<file path="src/rtl/param_simple_loop.sv">
// -----------------------------------------------------------------------------
// param_simple_loop
//
// Loop accumulator behind ready/valid channels. A request (n, limit) is taken
// into a one-entry input register. When the loop engine is idle it pops that
// entry and steps an accumulator from n by STEP until the accumulator reaches
// limit (unsigned compare) or the next step would carry out of WIDTH bits. The
// final value, the number of increments performed (saturating) and a carry
// flag go into a one-entry output register that drives the result channel.
//
// One job runs at a time. One further request can wait in the input register
// while the engine is busy.
//
// Parameters
//   WIDTH   accumulator / n / limit width (>= 2)
//   STEP    increment per iteration (1 <= STEP < 2**WIDTH)
//   ITER_W  iteration counter width; counter saturates at all-ones
//
// Ports
//   clk                      clock, all state on posedge
//   rst                      synchronous active-high reset
//   loop__chan_req_n         start value
//   loop__chan_req_limit     termination threshold
//   loop__chan_req_vld       request valid
//   loop__chan_req_rdy       request accepted this cycle (combinational on vld)
//   loop__chan_result        final accumulator value
//   loop__chan_result_iters  increments performed (saturating)
//   loop__chan_result_ovf    1 = stopped because the next step would carry out
//   loop__chan_result_vld    result valid
//   loop__chan_result_rdy    sink ready
// -----------------------------------------------------------------------------
module param_simple_loop #(
    parameter int WIDTH  = 10,
    parameter int STEP   = 1,
    parameter int ITER_W = 10
) (
    input  logic              clk,
    input  logic              rst,
    input  logic [WIDTH-1:0]  loop__chan_req_n,
    input  logic [WIDTH-1:0]  loop__chan_req_limit,
    input  logic              loop__chan_req_vld,
    output logic              loop__chan_req_rdy,
    output logic [WIDTH-1:0]  loop__chan_result,
    output logic [ITER_W-1:0] loop__chan_result_iters,
    output logic              loop__chan_result_ovf,
    output logic              loop__chan_result_vld,
    input  logic              loop__chan_result_rdy
);

    typedef enum logic {
        ST_IDLE = 1'b0,
        ST_RUN  = 1'b1
    } state_t;

    // STEP widened by one bit so the carry out of WIDTH is visible.
    localparam logic [WIDTH:0]  STEP_EXT = (WIDTH+1)'(STEP);
    localparam logic [ITER_W-1:0] ITER_ONE = ITER_W'(1);

    // ---------------------------------------------------------------------
    // State
    // ---------------------------------------------------------------------
    state_t              state_reg, state_next;

    // input buffer
    logic                in_v_reg;
    logic [WIDTH-1:0]    in_n_reg;
    logic [WIDTH-1:0]    in_limit_reg;

    // loop engine
    logic [WIDTH-1:0]    acc_reg, acc_next;
    logic [WIDTH-1:0]    lim_reg, lim_next;
    logic [ITER_W-1:0]   cnt_reg, cnt_next;

    // output buffer
    logic                out_v_reg;
    logic [WIDTH-1:0]    res_reg;
    logic [ITER_W-1:0]   iters_reg;
    logic                ovf_reg;

    // ---------------------------------------------------------------------
    // Handshake glue
    // ---------------------------------------------------------------------
    logic                pop;
    logic                in_ld;
    logic                out_ld;
    logic                emit;
    logic                emit_ovf;

    // The buffered request leaves the input register the same cycle the
    // engine loads it, so a new request may be written into that cycle.
    assign pop    = (state_reg == ST_IDLE) && in_v_reg;
    assign in_ld  = !in_v_reg || pop;
    assign loop__chan_req_rdy = loop__chan_req_vld && in_ld;

    // The output register accepts a new result when empty or draining now.
    assign out_ld = loop__chan_result_rdy || !out_v_reg;

    // ---------------------------------------------------------------------
    // Datapath helpers
    // ---------------------------------------------------------------------
    logic [WIDTH:0]      sum_ext;
    logic                step_carry;
    logic                at_limit;
    logic [ITER_W-1:0]   cnt_sat;

    assign sum_ext    = {1'b0, acc_reg} + STEP_EXT;
    assign step_carry = sum_ext[WIDTH];
    assign at_limit   = (acc_reg >= lim_reg);
    assign cnt_sat    = (cnt_reg == {ITER_W{1'b1}}) ? cnt_reg : (cnt_reg + ITER_ONE);

    // ---------------------------------------------------------------------
    // FSM next state / datapath next values
    // ---------------------------------------------------------------------
    always_comb begin
        state_next = state_reg;
        acc_next   = acc_reg;
        lim_next   = lim_reg;
        cnt_next   = cnt_reg;
        emit       = 1'b0;
        emit_ovf   = 1'b0;

        unique case (state_reg)
            ST_IDLE: begin
                if (in_v_reg) begin
                    acc_next   = in_n_reg;
                    lim_next   = in_limit_reg;
                    cnt_next   = '0;
                    state_next = ST_RUN;
                end
            end

            ST_RUN: begin
                if (at_limit) begin
                    // Limit reached (also covers limit=0 and n>=limit).
                    emit = 1'b1;
                    if (out_ld) begin
                        state_next = ST_IDLE;
                    end
                end else if (step_carry) begin
                    // Next step would wrap: report the pre-add value.
                    emit     = 1'b1;
                    emit_ovf = 1'b1;
                    if (out_ld) begin
                        state_next = ST_IDLE;
                    end
                end else begin
                    acc_next = sum_ext[WIDTH-1:0];
                    cnt_next = cnt_sat;
                end
            end

            default: begin
                state_next = ST_IDLE;
            end
        endcase
    end

    // ---------------------------------------------------------------------
    // Registers
    // ---------------------------------------------------------------------
    always_ff @(posedge clk) begin
        if (rst) begin
            state_reg    <= ST_IDLE;
            in_v_reg     <= 1'b0;
            in_n_reg     <= '0;
            in_limit_reg <= '0;
            acc_reg      <= '0;
            lim_reg      <= '0;
            cnt_reg      <= '0;
            out_v_reg    <= 1'b0;
            res_reg      <= '0;
            iters_reg    <= '0;
            ovf_reg      <= 1'b0;
        end else begin
            state_reg <= state_next;
            acc_reg   <= acc_next;
            lim_reg   <= lim_next;
            cnt_reg   <= cnt_next;

            if (in_ld) begin
                in_v_reg <= loop__chan_req_vld;
                if (loop__chan_req_vld) begin
                    in_n_reg     <= loop__chan_req_n;
                    in_limit_reg <= loop__chan_req_limit;
                end
            end

            // A stalled emit keeps the FSM in RUN with acc/cnt unchanged,
            // so the same result is presented again until it is taken.
            if (out_ld) begin
                out_v_reg <= emit;
                if (emit) begin
                    res_reg   <= acc_reg;
                    iters_reg <= cnt_reg;
                    ovf_reg   <= emit_ovf;
                end
            end
        end
    end

    assign loop__chan_result       = res_reg;
    assign loop__chan_result_iters = iters_reg;
    assign loop__chan_result_ovf   = ovf_reg;
    assign loop__chan_result_vld   = out_v_reg;

endmodule
</file>
<file path="config.mk">
export PLATFORM = sky130hd
export DESIGN_NAME = param_simple_loop
export DESIGN_NICKNAME = d
export VERILOG_FILES = /design/src/rtl/param_simple_loop.sv
export SDC_FILE = /design/constraint.sdc
export NUM_CORES = 1
export LEC_CHECK = 0
export BUFFER_PORTS_ARGS = -buffer_cell sky130_fd_sc_hd__buf_2
export CORE_MARGIN = 4
export CORE_UTILIZATION = 48
export DETAILED_ROUTE_END_ITERATION = 7
export HOLD_SLACK_MARGIN = 0.06
export PLACE_DENSITY_LB_ADDON = 0.3
export SYNTH_ARGS = -nofsm -noshare
export SYNTH_HDL_FRONTEND = slang
export SYNTH_SLANG_ARGS = --single-unit
</file>
<file path="constraint.sdc">
create_clock -name clk -period 2.9 [get_ports clk]
set_input_delay 0.145 -clock clk [delete_from_list [all_inputs] [get_ports clk]]
set_output_delay 0.145 -clock clk [all_outputs]
set_load 0.01 [all_outputs]
</file>
==> results.toml <==
[run_status]
status = "complete, no violations"

[hold_path]
hold_class = "in -> reg"

[cts]
htree_levels = 3
clock_latency_ns = 0.34
cts_root_buf = "clkbuf_8"
clk_pin_slew_ns = 0.08
numCtsBuffers = 9
clock-sinks = 74
cts_tree = "built"
clk_path_buf_depth = 2

[synthesis]
yosys_warnings = 0
ys_top_cells_by_area = "dfxtp_1 (44%), nand2_1 (10%), mux2i_1 (6.8%), a21oi_1 (6.5%), nor2_1 (4.6%)"
synth.largest_area_cell = "dfxtp_1"
synth_cells = 413
synth_cell_types = 42
synth_area_um2 = 3400
yosys.area.top_type_share = 0.436
synth-seq-cells = 74
synth_flop_cell = "dfxtp_1"
synthesis.nets = 449
synthArstFlopShare = 0
synth_area_per_cell_um2 = 8.23
synth_edf_count = 0
seq_area_frac_synth = 0.436

[sta]
tightest_slew_ns = 0.911
fin_skew_ns = 0.00760
fin_ws_ns = 0.164
slew-limit-headroom = 0.392
grt_setup_unrepaired = "false"
fin_crit_ns = 2.74
fmax_mhz = 366
finalSetupViolCount = 0
fin_crit_sh = 0.943
slew_violations = 0
hold_violations = 0
tns_ns = 0

[flow_run]
max-cap-violations = 0

[final_layout]
insertedDiodeCount = 0
nets = 511
nFillCells = 619
final_layout_size_suffix_gt1_frac = 0.173
area_delta_synth_final_pct = 21.6

[detailed_routing]
route.detailed.drc = 0
vias_per_cell = 5.29
vias = 3046
wl_per_cell_um = 13.7
drt-initial-drc-count = 187
dr.pass1.iters = 4
antenna_left = 0
postRouteWirelength_mm = 7.90

[power_and_ir_drop]
p_per_area_nw_per_um2 = 577
ir_worst_vdd_v = 0.000384
p_leak_nw = 1.58

[die]
die_h_um = 92.2
rows = 30
die_area_um2 = 8500
core_um2 = 6830
start_util = 0.498
die_w_um = 92.2
io_pins = 47

[global_routing]
antenna_found_initial = 0
grt_first_pass_wirelength_mm = 13.6
globalRouteOverflowTotal = 0
grt_pass1_vias = 2955
track_usage = 0.197
grt_max_degree = 53

[critical_path]
start_kind = "flip-flop"
critical_path_class = "reg -> reg"
crit_path_end_kind = "flip-flop"
worstPathMaxFanout = 8
critPathRequiredTime_ns = 3.11
cp.arrival_ns = 2.94

[place]
numPortBuffers = 46
dp_slack_ns = 0.291
gp_congestion = 0.869
detailed_place_hpwl_mm = 5.42
[worst max-delay path, stage by stage (launching register included)]
cell and delay [ns]:
dfxtp_1 0.45, ha_1 0.28, a211o_1 0.29, o211ai_1 0.11
o311a_1 0.50, nand2_1 0.25, a2111oi_0 0.54, o32ai_1 0.18
[repair_timing]
item	CTS	global route
hold endpoints to repair	21	0
resized for setup	0	0
buffers inserted	0	0
setup endpoints to repair	0	0
hold buffers	21	0
[cells in the mapped netlist (all sizes together), types with 2 or more instances]
| library cell | count |
|---|---|
| nand2 | 91 |
| dfxtp | 74 |
| a21oi | 44 |
| nor2 | 42 |
| mux2i | 23 |
| clkbuf | 20 |
| inv | 16 |
| ha | 12 |
| a31oi | 11 |
| nand3 | 10 |
| nor3 | 7 |
| nand4 | 6 |
| nand2b | 5 |
| o21ai | 5 |
| buf | 4 |
| or3 | 4 |
| a211o | 3 |
| nor2b | 3 |
| nor4 | 3 |
| nor4b | 3 |
| o211ai | 3 |
| o311ai | 3 |
| o32ai | 3 |
| a2111oi | 2 |
| a311oi | 2 |
| mux2 | 2 |
| nand3b | 2 |
| xor2 | 2 |
[kinds of logic after synthesis]
kind of cell | after synthesis | share of synthesized area
DFF | 74 | 0.436
buffers and inverters | 40 | 0.0478
muxes | 25 | 0.0743
xor gates and xnor gates | 2 | 0.00515
AOI/OAI and AO/OA | 80 | 0.152
and+or+nand+nor | 180 | 0.241
adders and majority gates | 12 | 0.0441
[power by group]
group | internal (mW) | switching, mW | total, mW
Sequential | 1.06 | 0.0465 | 1.10
Combinational | 0.163 | 0.264 | 0.427
Clock | 0.482 | 0.374 | 0.856
[per-stage QoR]
| step | power (mW) | utilization | area, um^2 | instances | hold slack [ns] |
|---|---|---|---|---|---|
| global placement | 1.52 | 0.543 | 3710 | 539 | 0.368 |
| finish | 2.39 | 0.605 | 4140 | 576 | 0.172 |
| global route | 2.51 | 0.605 | 4140 | 576 | 0.199 |
| floorplan | 1.43 | - | 3400 | 413 | 0.262 |
| CTS | 2.41 | 0.605 | 4140 | 576 | 0.159 |
| detailed placement | 1.53 | 0.543 | 3710 | 539 | 0.393 |
[final cells by class]
class	instances	area, um^2	share of cell area
inverters	16	60.1	0.0145
well taps	96	120	0.0290
clock buffers	9	124	0.0299
repair buffers	75	500	0.121
clock inverters	7	93.8	0.0227
flip-flops and latches	74	1480	0.358
multi-input cells	299	1760	0.425
[worst paths after layout]
check	startpoint	to	slack (ns)	cells after the start
max	acc_reg[7]	cnt_reg[3]	0.16	7
min reg2reg	in_limit_reg[0]	lim_reg[0]	0.45	2
max reg2reg	acc_reg[7]	cnt_reg[3]	0.16	7
min	loop__chan_result_rdy	loop__chan_result_vld	0.17	3
[metal layers]
metal	share of wire	track usage	vias up
met4	0.015	0.100	0
met5	0	0	-
met3	0.052	0.0377	12
met1	0.45	0.246	1403
met2	0.49	0.322	73
li1	-	-	1558
[layout by cell type, fill, tap and decap left out, types with 2 or more instances in the layout]
master         Yosys  routed
nand2_1           91      91
dfxtp_1           74      74
buf_2              1      46
a21oi_1           44      44
nor2_1            42      42
mux2i_1           23      23
dlygate4sd3_1      0      21
inv_1             16      16
ha_1              12      12
a31oi_1            9       9
clkbuf_8           0       9
buf_4              3       8
nor3_1             7       7
nand3_1            6       6
nand4_1            6       6
nand2b_1           5       5
nand3_2            4       4
o21ai_0            3       3
a211o_1            3       3
o211ai_1           3       3
nor2b_1            3       3
o311ai_0           3       3
nor4_1             3       3
o32ai_1            3       3
or3_1              3       3
a31oi_4            2       2
xor2_1             2       2
a311oi_1           2       2
o21ai_1            2       2
mux2_2             2       2
nor4b_1            2       2
nand3b_1           2       2
a2111oi_0          2       2
clkinvlp_4         0       2
bufinv_16          0       2
clkinv_2           0       2
No activity file was read; power rests on OpenSTA's default activity.
